### src/rtl/mem_access_stage.sv
// mem_access_stage: MEM pipeline stage between EX/MEM and MEM/WB.
// Issues data-memory loads/stores over a req/ack bus (word or byte), resolves
// branches/jumps combinationally and registers the write-back entry.
// Optional build macro MEM_MISALIGN_TRAP_EN: misaligned word accesses are not
// issued and instead retire with wb_fault=1; otherwise word addresses are
// silently aligned and wb_fault is tied low.
module mem_access_stage #(
  parameter int ADDR_W = 32,
  parameter int DATA_W = 32
) (
  input  logic              clk,
  input  logic              rst_n,
  input  logic              in_valid,
  input  logic [1:0]        in_mem_wr_rd,
  input  logic              in_word_byte,
  input  logic [31:0]       in_alu_out,
  input  logic [31:0]       in_store_data,
  input  logic              in_reg_write,
  input  logic [1:0]        in_reg_src,
  input  logic [15:0]       in_imm,
  input  logic [4:0]        in_dest,
  input  logic [1:0]        in_branch,
  input  logic [1:0]        in_jump,
  input  logic              in_zf,
  input  logic [31:0]       in_branch_addr,
  output logic              dmem_req,
  output logic              dmem_we,
  output logic [ADDR_W-1:0] dmem_addr,
  output logic [3:0]        dmem_be,
  output logic [DATA_W-1:0] dmem_wdata,
  input  logic [DATA_W-1:0] dmem_rdata,
  input  logic              dmem_ack,
  output logic              stall,
  output logic              pc_redirect,
  output logic [31:0]       pc_target,
  output logic              wb_valid,
  output logic              wb_reg_write,
  output logic [4:0]        wb_dest,
  output logic [DATA_W-1:0] wb_data,
  output logic              wb_fault
);

  typedef enum logic {S_IDLE = 1'b0, S_WAIT = 1'b1} state_t;

  state_t              state_q;
  logic                dmem_req_q, dmem_we_q;
  logic [ADDR_W-1:0]   dmem_addr_q;
  logic [3:0]          dmem_be_q;
  logic [DATA_W-1:0]   dmem_wdata_q;
  logic                wb_valid_q, wb_reg_write_q;
  logic [4:0]          wb_dest_q;
  logic [DATA_W-1:0]   wb_data_q;

  logic                is_load, is_store, memop, trap, issue;
  logic [ADDR_W-1:0]   addr_d;
  logic [3:0]          be_d;
  logic [DATA_W-1:0]   wdata_d, load_data_d, wb_data_d;

  // Little-endian byte lane select with sign extension for byte loads.
  function automatic logic [DATA_W-1:0] byte_sext(input logic [DATA_W-1:0] w,
                                                  input logic [1:0] lane);
    logic [7:0] b;
    case (lane)
      2'd0:    b = w[7:0];
      2'd1:    b = w[15:8];
      2'd2:    b = w[23:16];
      default: b = w[31:24];
    endcase
    return {{(DATA_W-8){b[7]}}, b};
  endfunction

  // Decode the op, form the bus request fields and the write-back mux.
  always_comb begin
    is_load  = (in_mem_wr_rd == 2'b01);
    is_store = (in_mem_wr_rd == 2'b10);
    memop    = is_load | is_store;
`ifdef MEM_MISALIGN_TRAP_EN
    trap     = memop & in_word_byte & (in_alu_out[1:0] != 2'b00);
`else
    trap     = 1'b0;
`endif
    issue    = in_valid & memop & ~trap;
    // Word addresses are always presented aligned; byte addresses pass through.
    addr_d   = in_word_byte ? {in_alu_out[ADDR_W-1:2], 2'b00} : in_alu_out[ADDR_W-1:0];
    be_d     = in_word_byte ? 4'hF : (4'b0001 << in_alu_out[1:0]);
    wdata_d  = in_word_byte ? in_store_data : {4{in_store_data[7:0]}};
    // EX/MEM is held during the access, so the input lane is still the access lane.
    load_data_d = in_word_byte ? dmem_rdata : byte_sext(dmem_rdata, in_alu_out[1:0]);
    case (in_reg_src)
      2'b01:   wb_data_d = load_data_d;
      2'b10:   wb_data_d = {16'b0, in_imm};
      default: wb_data_d = in_alu_out;
    endcase
  end

  assign stall       = ((state_q == S_IDLE) & issue) | ((state_q == S_WAIT) & ~dmem_ack);
  assign pc_redirect = in_valid & ((in_jump != 2'b00) |
                                   ((in_branch == 2'b01) & in_zf) |
                                   ((in_branch == 2'b10) & ~in_zf));
  assign pc_target   = in_branch_addr;

  // Access FSM: issue in IDLE, hold the request in WAIT until ack, retire to MEM/WB.
  always_ff @(posedge clk or negedge rst_n) begin
    if (!rst_n) begin
      state_q        <= S_IDLE;
      dmem_req_q     <= 1'b0;
      dmem_we_q      <= 1'b0;
      dmem_addr_q    <= '0;
      dmem_be_q      <= 4'h0;
      dmem_wdata_q   <= '0;
      wb_valid_q     <= 1'b0;
      wb_reg_write_q <= 1'b0;
      wb_dest_q      <= 5'd0;
      wb_data_q      <= '0;
    end else begin
      case (state_q)
        S_IDLE: begin
          if (issue) begin
            state_q        <= S_WAIT;
            dmem_req_q     <= 1'b1;
            dmem_we_q      <= is_store;
            dmem_addr_q    <= addr_d;
            dmem_be_q      <= be_d;
            dmem_wdata_q   <= wdata_d;
            wb_valid_q     <= 1'b0;
            wb_reg_write_q <= 1'b0;
          end else begin
            wb_valid_q     <= in_valid;
            wb_reg_write_q <= in_valid & in_reg_write & ~trap;
            wb_dest_q      <= in_dest;
            wb_data_q      <= wb_data_d;
          end
        end
        S_WAIT: begin
          if (dmem_ack) begin
            state_q        <= S_IDLE;
            dmem_req_q     <= 1'b0;
            wb_valid_q     <= 1'b1;
            wb_reg_write_q <= in_valid & in_reg_write;
            wb_dest_q      <= in_dest;
            wb_data_q      <= wb_data_d;
          end
        end
        default: state_q <= S_IDLE;
      endcase
    end
  end

`ifdef MEM_MISALIGN_TRAP_EN
  logic wb_fault_q;

  // Fault flag retires alongside the trapped instruction's MEM/WB entry.
  always_ff @(posedge clk or negedge rst_n) begin
    if (!rst_n)
      wb_fault_q <= 1'b0;
    else if (state_q == S_IDLE)
      wb_fault_q <= in_valid & trap;
    else if (dmem_ack)
      wb_fault_q <= 1'b0;
  end

  assign wb_fault = wb_fault_q;
`else
  assign wb_fault = 1'b0;
`endif

  assign dmem_req     = dmem_req_q;
  assign dmem_we      = dmem_we_q;
  assign dmem_addr    = dmem_addr_q;
  assign dmem_be      = dmem_be_q;
  assign dmem_wdata   = dmem_wdata_q;
  assign wb_valid     = wb_valid_q;
  assign wb_reg_write = wb_reg_write_q;
  assign wb_dest      = wb_dest_q;
  assign wb_data      = wb_data_q;

endmodule

### config.mk
export PLATFORM = sky130hd
export DESIGN_NAME = mem_access_stage
export DESIGN_NICKNAME = d
export VERILOG_FILES = /design/src/rtl/mem_access_stage.sv
export SDC_FILE = /design/constraint.sdc
export NUM_CORES = 1
export LEC_CHECK = 0
export ABC_AREA = 1
export BUFFER_PORTS_ARGS = -buffer_cell sky130_fd_sc_hd__buf_2
export CORE_AREA = 2 2 119 121
export DETAILED_ROUTE_END_ITERATION = 7
export DIE_AREA = 0 0 121 123
export PLACE_DENSITY = 0.8
export REMOVE_ABC_BUFFERS = 1
export SYNTH_ARGS = -nofsm -noshare
export SYNTH_HDL_FRONTEND = slang
export SYNTH_SLANG_ARGS = --single-unit
### constraint.sdc
create_clock -name clk -period 1.92 [get_ports clk]
set_clock_uncertainty 0.15 [all_clocks]
set_input_delay 0.288 -clock clk [delete_from_list [all_inputs] [get_ports clk]]
set_output_delay 0.288 -clock clk [all_outputs]
set_load 0.01 [all_outputs]
==> reports/summary.txt, run 1 <==
die width -> 121 µm
maximum vdd ir drop -> 0.528 mV
outcome -> complete, no violations
RSZ-0062 raised after global routing -> false
DR vias/cell -> 4.98
multi-input logic area -> 2300 µm²
post-synthesis sequential area ratio -> 48.8%
Final Cycle Share -> 96.4%
DRT Pass-1 Iters -> 5
vias in the first global route -> 5,404
HPWL after detailed placement -> 14,700 µm
first-pass GRT wire length -> 29,000 µm
CTS tree -> done
Pins Over Slew Limit -> 0
Power Total -> 7.45 mW
Via Count -> 5,672
PwrDens -> 1000 nW/µm²
Synth Cell Area -> 5640 µm²
Fmax -> 0.540 GHz
die area -> 14,900 µm²
DRC viols -> 0
TritonCTS Buffers -> 9
crit path kind -> reg2out
CP endpoint kind -> output pin
commonest non-fill, non-tap cells in the layout -> 241 x buf_2, 238 x nand2_1, 110 x dfrtp_1
placed instance count -> 1,100
CP Cell Sequence -> inv_1 > or2_2 > nand2_4 > buf_12 > buf_2
share of the synthesized area in the top cell type -> 48.8%
Register Area -> 2750 µm²
Core Region -> 13,600 µm²
Synth area leader -> dfrtp_1
placed cell area -> 6880 µm²
worst slew pin tran -> 0.661 ns
Layout Nets -> 1,121
clk root buf -> clkbuf_16
Routed Antenna Nets -> 0
filler instances -> 1,283
Die H -> 123 µm
commonest non-fill, non-tap cell in the layout -> buf_2
std cell rows -> 43
Worst slew margin -> 55.9%
Min Hold Slack -> 0.00631 ns
Crit Path Max Fanout -> 3
fin crit period -> 1.85 ns
Worst Slack Setup Final -> 0.0691 ns
number of synthesized register bits -> 110
share of layout cells above drive strength 1 -> 30.6%
final std cells w/o fill -> 1,140
Hold/Removal Path Class -> in2reg
Worst EP arrival -> 1.41 ns
CTS max path bufs -> 2
Initial Util -> 41.5%
routed length per placed instance -> 17.0 µm
worst slack, placed -> 0.0178 ns
Num Clock Sinks -> 110
synth top area cells -> dfrtp_1 49%, nand2_1 16%, a21oi_1 7.1%, nand3_1 5.6%, buf_4 4.7%
Yosys cell types -> 25
global route overflow -> 0
fin area -> 7420 µm²
PortBufs -> 242
crit-path max cell delay -> 0.35 ns
Synth warnings -> 0
maxcap violations -> 0
GP Congestion -> 0.889
P_leak -> 3.96 nW
DR iter-0 viols -> 345
Avg Cell Area, Syn -> 7.72 µm²
Startpoint Class -> flip-flop
H-tree levels -> 3
clk_lat worst skew -> 0.35 ns
largest net degree at the start of global routing -> 49
Layout area overhead -> 31.4%
Top Ports -> 308
Fin. Hold Viols -> 0
total wire length -> 19,400 µm
CP required -> 1.48 ns
Tot GR Track Use -> 26.0%
Post-Synthesis Cells -> 731
initial antenna violation count -> 1
final setup vio count -> 0
Worst-path clk slew -> 0.07 ns
slowest CP cell -> dfrtp_1
## worst max-delay path: cells and delay by family, from the launching register on
kind / cells / cell delay, ns
buffers and inverters: 3 / 0.29
DFF: 1 / 0.35
and+or+nand+nor: 2 / 0.42
## routing by layer
metal	vias up	wire (µm)	global-route usage, %
met4	2	405	10.6
met2	254	8440	37.6
met3	28	2060	11.5
met1	2620	8400	33.7
li1	2768	-	-
met5	-	92	4.86
## report_power, final
group | total (mW) | switching (mW) | internal [mW]
sequential | 3.20 | 0.302 | 2.90
clock | 1.91 | 0.831 | 1.08
combinational | 2.34 | 1.33 | 1.01
total | 7.45 | 2.46 | 4.99
## kinds of logic after synthesis
family | synth area share (%)
flip-flops | 48.8
AO/OA/AOI/OAI | 13.1
other | 0.0664
AND/OR/NAND/NOR | 26.8
buffers and inverters | 10.6
adder cells (fa/ha/maj) | 0.665
## what timing repair did
action | in CTS | in global routing
setup endpoints to repair | 1 | 11
endpoints found under the hold margin | 50 | 0
setup buffers | 1 | 1
hold buffers | 21 | 0
pin swaps | 0 | 0
resized for setup | 0 | 2
## state kept, by name (all words and copies together), names as in the netlist
signal / count
wb_reg_write: 1
dmem_addr: 32
dmem_be: 4
dmem_req: 1
wb_valid: 1
wb_data: 32
wb_dest: 5
dmem_wdata: 32
dmem_we: 1
state_q: 1
## cell usage after synthesis
cell type,count
inv_2,2
nor3b_1,1
nand4_4,1
or2_2,1
ha_1,3
buf_1,1
dfrtp_1,110
inv_1,33
o31ai_1,2
buf_2,13
a21oi_1,80
nand2_2,1
nor2_1,61
o21ai_0,27
conb_1,1
nor2_2,2
clkbuf_1,24
nand3_1,63
buf_6,4
nor2_4,1
nand2_1,239
o21a_1,24
a2bb2oi_1,1
buf_4,35
or2_1,1
## path summary, 6_finish.rpt
check / startpoint / end / slack [ns] / cells after the start
max in group asynchronous: rst_n / dmem_wdata[9] / 0.73 / 3
max: state_q / stall / 0.07 / 5
min reg2reg: dmem_addr[24] / dmem_addr[24] / 0.32 / 2
min in group asynchronous: rst_n / wb_dest[1] / 0.27 / 2
max reg2reg: state_q / wb_data[6] / 0.16 / 9
min: in_alu_out[28] / dmem_addr[28] / 0.006 / 3
## area by class of cell
class / instances / area share (%)
sequential: 110 / 37.1
multi-input combinational: 509 / 31.1
timing repair buffer: 289 / 22.9
clock buffer: 13 / 3.51
tap: 180 / 3.04
inverter: 35 / 1.77
clock inverter: 3 / 0.574
antenna: 1 / 0.0337
## per-stage QoR
step / TNS [ns] / utilization [%]
floorplan: -129.49 / -
global placement: 0 / 50.5
detailed placement: 0 / 50.5
CTS: 0 / 54.3
global route: 0 / 54.5
finish: 0 / 54.5
Note: power is estimated with default switching activity, not from simulation.
==> run 2: changes to the inputs <==
- CORE_AREA: 2 2 119 121 -> 2 2 104 146
- DIE_AREA: 0 0 121 123 -> 0 0 106 148
- PLACE_DENSITY: 0.8 -> 0.77
==> run 2 against run 1 <==
  * Wire length down 4.0%
  * Combinational power about the same
  * Power down 1.1%
  * Clock power down 5%
  * Highest routed layer unchanged
  * Cell count up 0.35%
  * Die area up 5.4%
  * Worst hold slack better by 0.0054 ns
  * Count of clock-buffer cells in the layout down 2
  * Register-to-register slack better by 0.11 ns
  * Setup slack worse by 0.0042 ns
  * First-iteration DRC count down 36%
  * Largest power group unchanged
==> reports/summary.txt, run 2 (synthesized netlist as in run 1, its figures left out) <==
Die H -> 148 µm (+20%)
HPWL after detailed placement -> 14,100 µm (-3.9%)
Worst EP arrival -> 1.42 ns (about the same)
DR vias/cell -> 4.91 (-1.4%)
die width -> 106 µm (-12%)
Hold EP -> dmem_wdata[0]
clk root buf -> clkbuf_16
DR WL met2 -> 9050 µm (+7.3%)
final setup vio count -> 0 (unchanged)
Routed Antenna Nets -> 0 (unchanged)
R2R Path End -> wb_data[25]
Final Cycle Share -> 96.6% (+0.22 points)
DRT Pass-1 Iters -> 5 (unchanged)
r2r startpoint -> state_q
FF-to-FF path depth -> 7 (-2)
placed cell area -> 6930 µm² (+0.82%)
Layout area overhead -> 31.1%
Layout Nets -> 1,117 (-0.36%)
fin area -> 7400 µm² (-0.22%)
outcome -> complete, no violations
H-tree levels -> 3 (unchanged)
global route overflow -> 0 (unchanged)
maxcap violations -> 0 (unchanged)
GP Congestion -> 0.804 (-9.6%)
CP required -> 1.48 ns (about the same)
commonest non-fill, non-tap cells in the layout -> 241 x buf_2, 238 x nand2_1, 110 x dfrtp_1
post-route met1 wirelength -> 7580 µm (-9.8%)
routed length per placed instance -> 16.3 µm (-4.3%)
Via Count -> 5,612 (-1.1%)
clk_lat worst skew -> 0.35 ns (about the same)
placed instance count -> 1,110 (+0.91%)
worst slew pin tran -> 0.597 ns (-0.0645 ns)
CTS tree -> done
PortBufs -> 242 (unchanged)
Worst-path clk slew -> 0.08 ns (about the same)
first-pass GRT wire length -> 29,100 µm (+0.24%)
Worst Slack Setup Final -> 0.0649 ns (-0.00418 ns)
Hold/Removal Path Class -> in2reg
Power Total -> 7.36 mW (-1.1%)
P_leak -> 3.95 nW (-0.31%)
largest net degree at the start of global routing -> 111 (+130%)
Pins Over Slew Limit -> 0 (unchanged)
vias in the first global route -> 5,550 (+2.7%)
Worst slew margin -> 60.2% (+4.3 points)
setup TNS -> 0 ns (unchanged)
DRC viols -> 0 (unchanged)
WHS Path Cells -> 3 (unchanged)
crit path kind -> reg2out
DR iter-0 viols -> 220 (-36%)
fin crit period -> 1.86 ns (+0.00418 ns)
std cell rows -> 52 (+21%)
die area -> 15,700 µm² (+5.4%)
Startpoint Class -> flip-flop
PwrDens -> 995 nW/µm² (-0.93%)
share of layout cells above drive strength 1 -> 30.9% (+0.34 points)
CTS max path bufs -> 2 (unchanged)
Worst R2R Setup Slack -> 0.27 ns (+0.11 ns)
RSZ-0062 raised after global routing -> false
TritonCTS Buffers -> 9 (unchanged)
Fmax -> 0.539 GHz (-0.23%)
Tot GR Track Use -> 23.8% (-2.2 points)
Antenna diodes -> 0 (-1)
CP endpoint kind -> output pin
commonest non-fill, non-tap cell in the layout -> buf_2
final std cells w/o fill -> 1,144 (+0.35%)
Crit Path Max Fanout -> 13 (+10)
Top Ports -> 308 (unchanged)
hold path start -> in_store_data[0]
routed length on met3 -> 1640 µm (-20%)
worst slack, placed -> 0.0562 ns (+0.0383 ns)
maximum vdd ir drop -> 0.505 mV (-4.2%)
Fin. Hold Viols -> 0 (unchanged)
Top Metal Used -> met5
total wire length -> 18,600 µm (-4.0%)
Num Clock Sinks -> 110 (unchanged)
Core Region -> 14,400 µm² (+5.6%)
Initial Util -> 39.3% (-2.2 points)
initial antenna violation count -> 0 (-1)
run 2: per-layer routing:
layer / track usage (%) / up-vias
met1: 28.7 / 2597
met5: 3.57 / -
met3: 8.82 / 22
met4: 6.32 / 2
li1: - / 2753
met2: 39.8 / 238
run 2: worst max-delay path by stage:
stage                         start        endpoint  slack, ns  cells after the start
finish                      state_q           stall       0.06                      5
global route                state_q           stall      0.005                      5
CTS                         state_q           stall       0.03                      5
detailed placement  in_mem_wr_rd[0]     wb_data[25]       0.06                      9
global placement    in_mem_wr_rd[0]           stall        0.1                      8
floorplan           in_mem_wr_rd[0]  dmem_wdata[10]      -1.55                      7
run 2: layout make-up:
cell class / instances / area, µm²
multi-input combinational: 509 / 2300
clock inverter: 5 / 43.8
clock buffer: 11 / 243
timing repair buffer: 285 / 1690
fill: 1429 / 6980
tap: 189 / 236
sequential: 110 / 2750
inverter: 35 / 131
run 2: where the power goes:
group	total (mW)	switching, mW	internal, mW	leakage (nW)
clock network	1.82	0.888	0.932	0.134
logic	2.34	1.33	1.01	2.49
registers	3.20	0.305	2.90	1.32
total	7.36	2.52	4.84	3.95
run 2: repair_timing:
action / CTS / global route
endpoints found under the hold margin: 125 / 0
setup buffers: 1 / 1
resized for setup: 1 / 0
setup endpoints to repair: 1 / 1
pin swaps: 1 / 0
hold buffers: 16 / 0
run 2: critical path, cell delays in order, from the launching register on:
cell and delay, ns:
dfrtp_1 0.35, inv_1 0.05, or2_2 0.32, nand2_4 0.09
buf_12 0.12, buf_2 0.13
run 2: stage by stage:
stage / hold WS [ns] / util (%)
after floorplan: -0.158 / -
after global placement: 0.263 / 48.2
after detailed placement: 0.272 / 48.2
after CTS: 0.00201 / 51.4
after global routing: 0.00808 / 51.5
final: 0.0117 / 51.5
==> run 3: changes to the inputs <==
- SETUP_SLACK_MARGIN: not set -> 0.2
==> run 3 against run 2 <==
  * Cell area is 0.32% higher
  * Sequential share of layout area decreased by 0.12 points
  * Die area stayed put
  * Largest cell class unchanged
  * Flip-flop and latch count did not move
  * Power up 0.18%
  * Maximum frequency increased by 7.4%
  * Combinational power barely moved
  * Setup slack better by 0.13 ns
  * Count of clock-buffer cells in the layout is the same
  * Non-clock buffer count up 2
==> reports/summary.txt, run 3 (synthesized netlist as in run 1, its figures left out) <==
outcome -> complete, no violations
combinational share of power -> 32.0% (+0.2 points)
global route overflow -> 0 (unchanged)
Layout Nets -> 1,119 (+0.18%)
Routed Antenna Nets -> 0 (unchanged)
vias in the first global route -> 5,571 (+0.38%)
P_sw -> 2.53 mW (+0.11%)
total wire length -> 18,700 µm (+0.20%)
CP required -> 1.48 ns (about the same)
crit path kind -> reg2out
Worst R2R Setup Slack -> 0.33 ns (+0.06 ns)
fin crit period -> 1.73 ns (-0.127 ns)
first-pass GRT wire length -> 29,100 µm (+0.17%)
initial antenna violation count -> 0 (unchanged)
Tot GR Track Use -> 23.8% (about the same)
PortBufs -> 242 (unchanged)
DRC viols -> 0 (unchanged)
Fmax -> 0.579 GHz (+7.4%)
PwrDens -> 994 nW/µm² (-0.14%)
Initial Util -> 39.3% (unchanged)
Worst slew margin -> 59.9% (-0.36 points)
HPWL after detailed placement -> 14,100 µm (unchanged)
die width -> 106 µm (unchanged)
worst slew pin tran -> 0.602 ns (+0.00536 ns)
r2r startpoint -> state_q
Antenna diodes -> 0 (unchanged)
Layout area overhead -> 31.5%
Pins Over Slew Limit -> 0 (unchanged)
std cell rows -> 52 (unchanged)
H-tree levels -> 3 (unchanged)
TritonCTS Buffers -> 9 (unchanged)
CP endpoint kind -> output pin
hold path start -> in_store_data[0]
final setup vio count -> 0 (unchanged)
Num Clock Sinks -> 110 (unchanged)
CTS max path bufs -> 2 (unchanged)
Worst-path clk slew -> 0.08 ns (about the same)
Fin. Hold Viols -> 0 (unchanged)
routed length per placed instance -> 16.3 µm (about the same)
commonest non-fill, non-tap cell in the layout -> buf_2
Final Cycle Share -> 90.0% (-6.6 points)
GP Congestion -> 0.804 (unchanged)
die area -> 15,700 µm² (unchanged)
share of layout cells above drive strength 1 -> 31.0% (+0.14 points)
CTS tree -> done
clk_lat worst skew -> 0.35 ns (about the same)
Pint -> 4.85 mW (+0.23%)
DR vias/cell -> 4.89 (-0.30%)
Top Ports -> 308 (unchanged)
maximum vdd ir drop -> 0.505 mV (about the same)
Worst EP arrival -> 1.29 ns (-0.13 ns)
Worst Setup SP -> state_q
Reg power frac -> 43.4% (about the same)
P_leak -> 3.96 nW (+0.31%)
Crit Path Max Fanout -> 3 (-10)
RSZ-0062 raised after global routing -> true
DR iter-0 viols -> 261 (+19%)
largest net degree at the start of global routing -> 111 (unchanged)
Via Count -> 5,605 (-0.12%)
Hold/Removal Path Class -> in2reg
commonest non-fill, non-tap cells in the layout -> 240 x buf_2, 238 x nand2_1, 110 x dfrtp_1
Core Region -> 14,400 µm² (unchanged)
Startpoint Class -> flip-flop
clk root buf -> clkbuf_16
Die H -> 148 µm (unchanged)
Clk network pwr share -> 24.6% (about the same)
Min Hold Slack -> 0.0130 ns (+0.00134 ns)
DRT Pass-1 Iters -> 5 (unchanged)
maxcap violations -> 0 (unchanged)
Switching Share -> 34.2% (about the same)
setup TNS -> 0 ns (unchanged)
run 3: changes by cell type in the layout (fill, tap and decap cells not counted), sizes merged:
cell | before | now
buf | 269 | 271
run 3: area by class of cell:
cell class / count / area [µm²]
Fill cell: 1427 / 6960
Sequential cell: 110 / 2750
Multi-Input combinational cell: 509 / 2310
Timing Repair Buffer: 287 / 1710
Clock buffer: 11 / 243
Tap cell: 189 / 236
Inverter: 35 / 131
Clock inverter: 5 / 43.8
run 3: what timing repair did:
item                       4_1_cts  5_1_grt
cloned                           0        0
setup buffers                    3        1
hold endpoints to repair       125        0
pin swaps                        1        1
hold buffers                    16        0
gates resized for setup          3        0
setup endpoints to repair        1        1
run 3: worst max-delay path, cell delays in order (launching register included):
cell     delay, ns
dfrtp_1       0.36
inv_1         0.07
or2_4         0.25
nand2_4       0.08
buf_12        0.10
buf_6         0.09
run 3: power groups by stage:
| stage | logic, mW | registers [mW] | clock network (mW) |
|---|---|---|---|
| floorplan | 0.832 | 3.52 | 0 |
| global placement | 2.28 | 3.22 | 0 |
| detailed placement | 2.33 | 3.24 | 0 |
| CTS | 2.39 | 3.20 | 1.86 |
| global route | 2.61 | 3.27 | 1.96 |
| finish | 2.36 | 3.20 | 1.82 |
run 3: layer usage:
metal | GRT usage (%) | wire [µm] | vias up | part of all wire, %
met5 | 3.57 | 70 | - | 0.38
met1 | 28.7 | 7650 | 2599 | 41
met4 | 6.51 | 236 | 2 | 1.3
met2 | 39.7 | 9100 | 226 | 49
met3 | 8.86 | 1600 | 20 | 8.6
li1 | - | - | 2758 | -
run 3: final timing paths:
path	endpoint	depth (start not counted)
max in group asynchronous	wb_data[20]	3
setup / recovery	stall	5
setup reg to reg	wb_data[25]	7
min in group asynchronous	wb_dest[2]	3
hold reg to reg	dmem_addr[20]	2
hold / removal	dmem_wdata[0]	3
run 3: stage by stage:
stage	cell area, µm²	utilization (%)	setup slack (ns)	power, mW	cells
detailed placement	6930	48.2	0.0562	5.57	1110
floorplan	5180	-	-1.55	4.35	654
finish	7420	51.6	0.192	7.38	1146
global route	7420	51.6	0.151	7.84	1146
CTS	7420	51.6	0.207	7.44	1145
global placement	6930	48.2	0.0983	5.50	1110
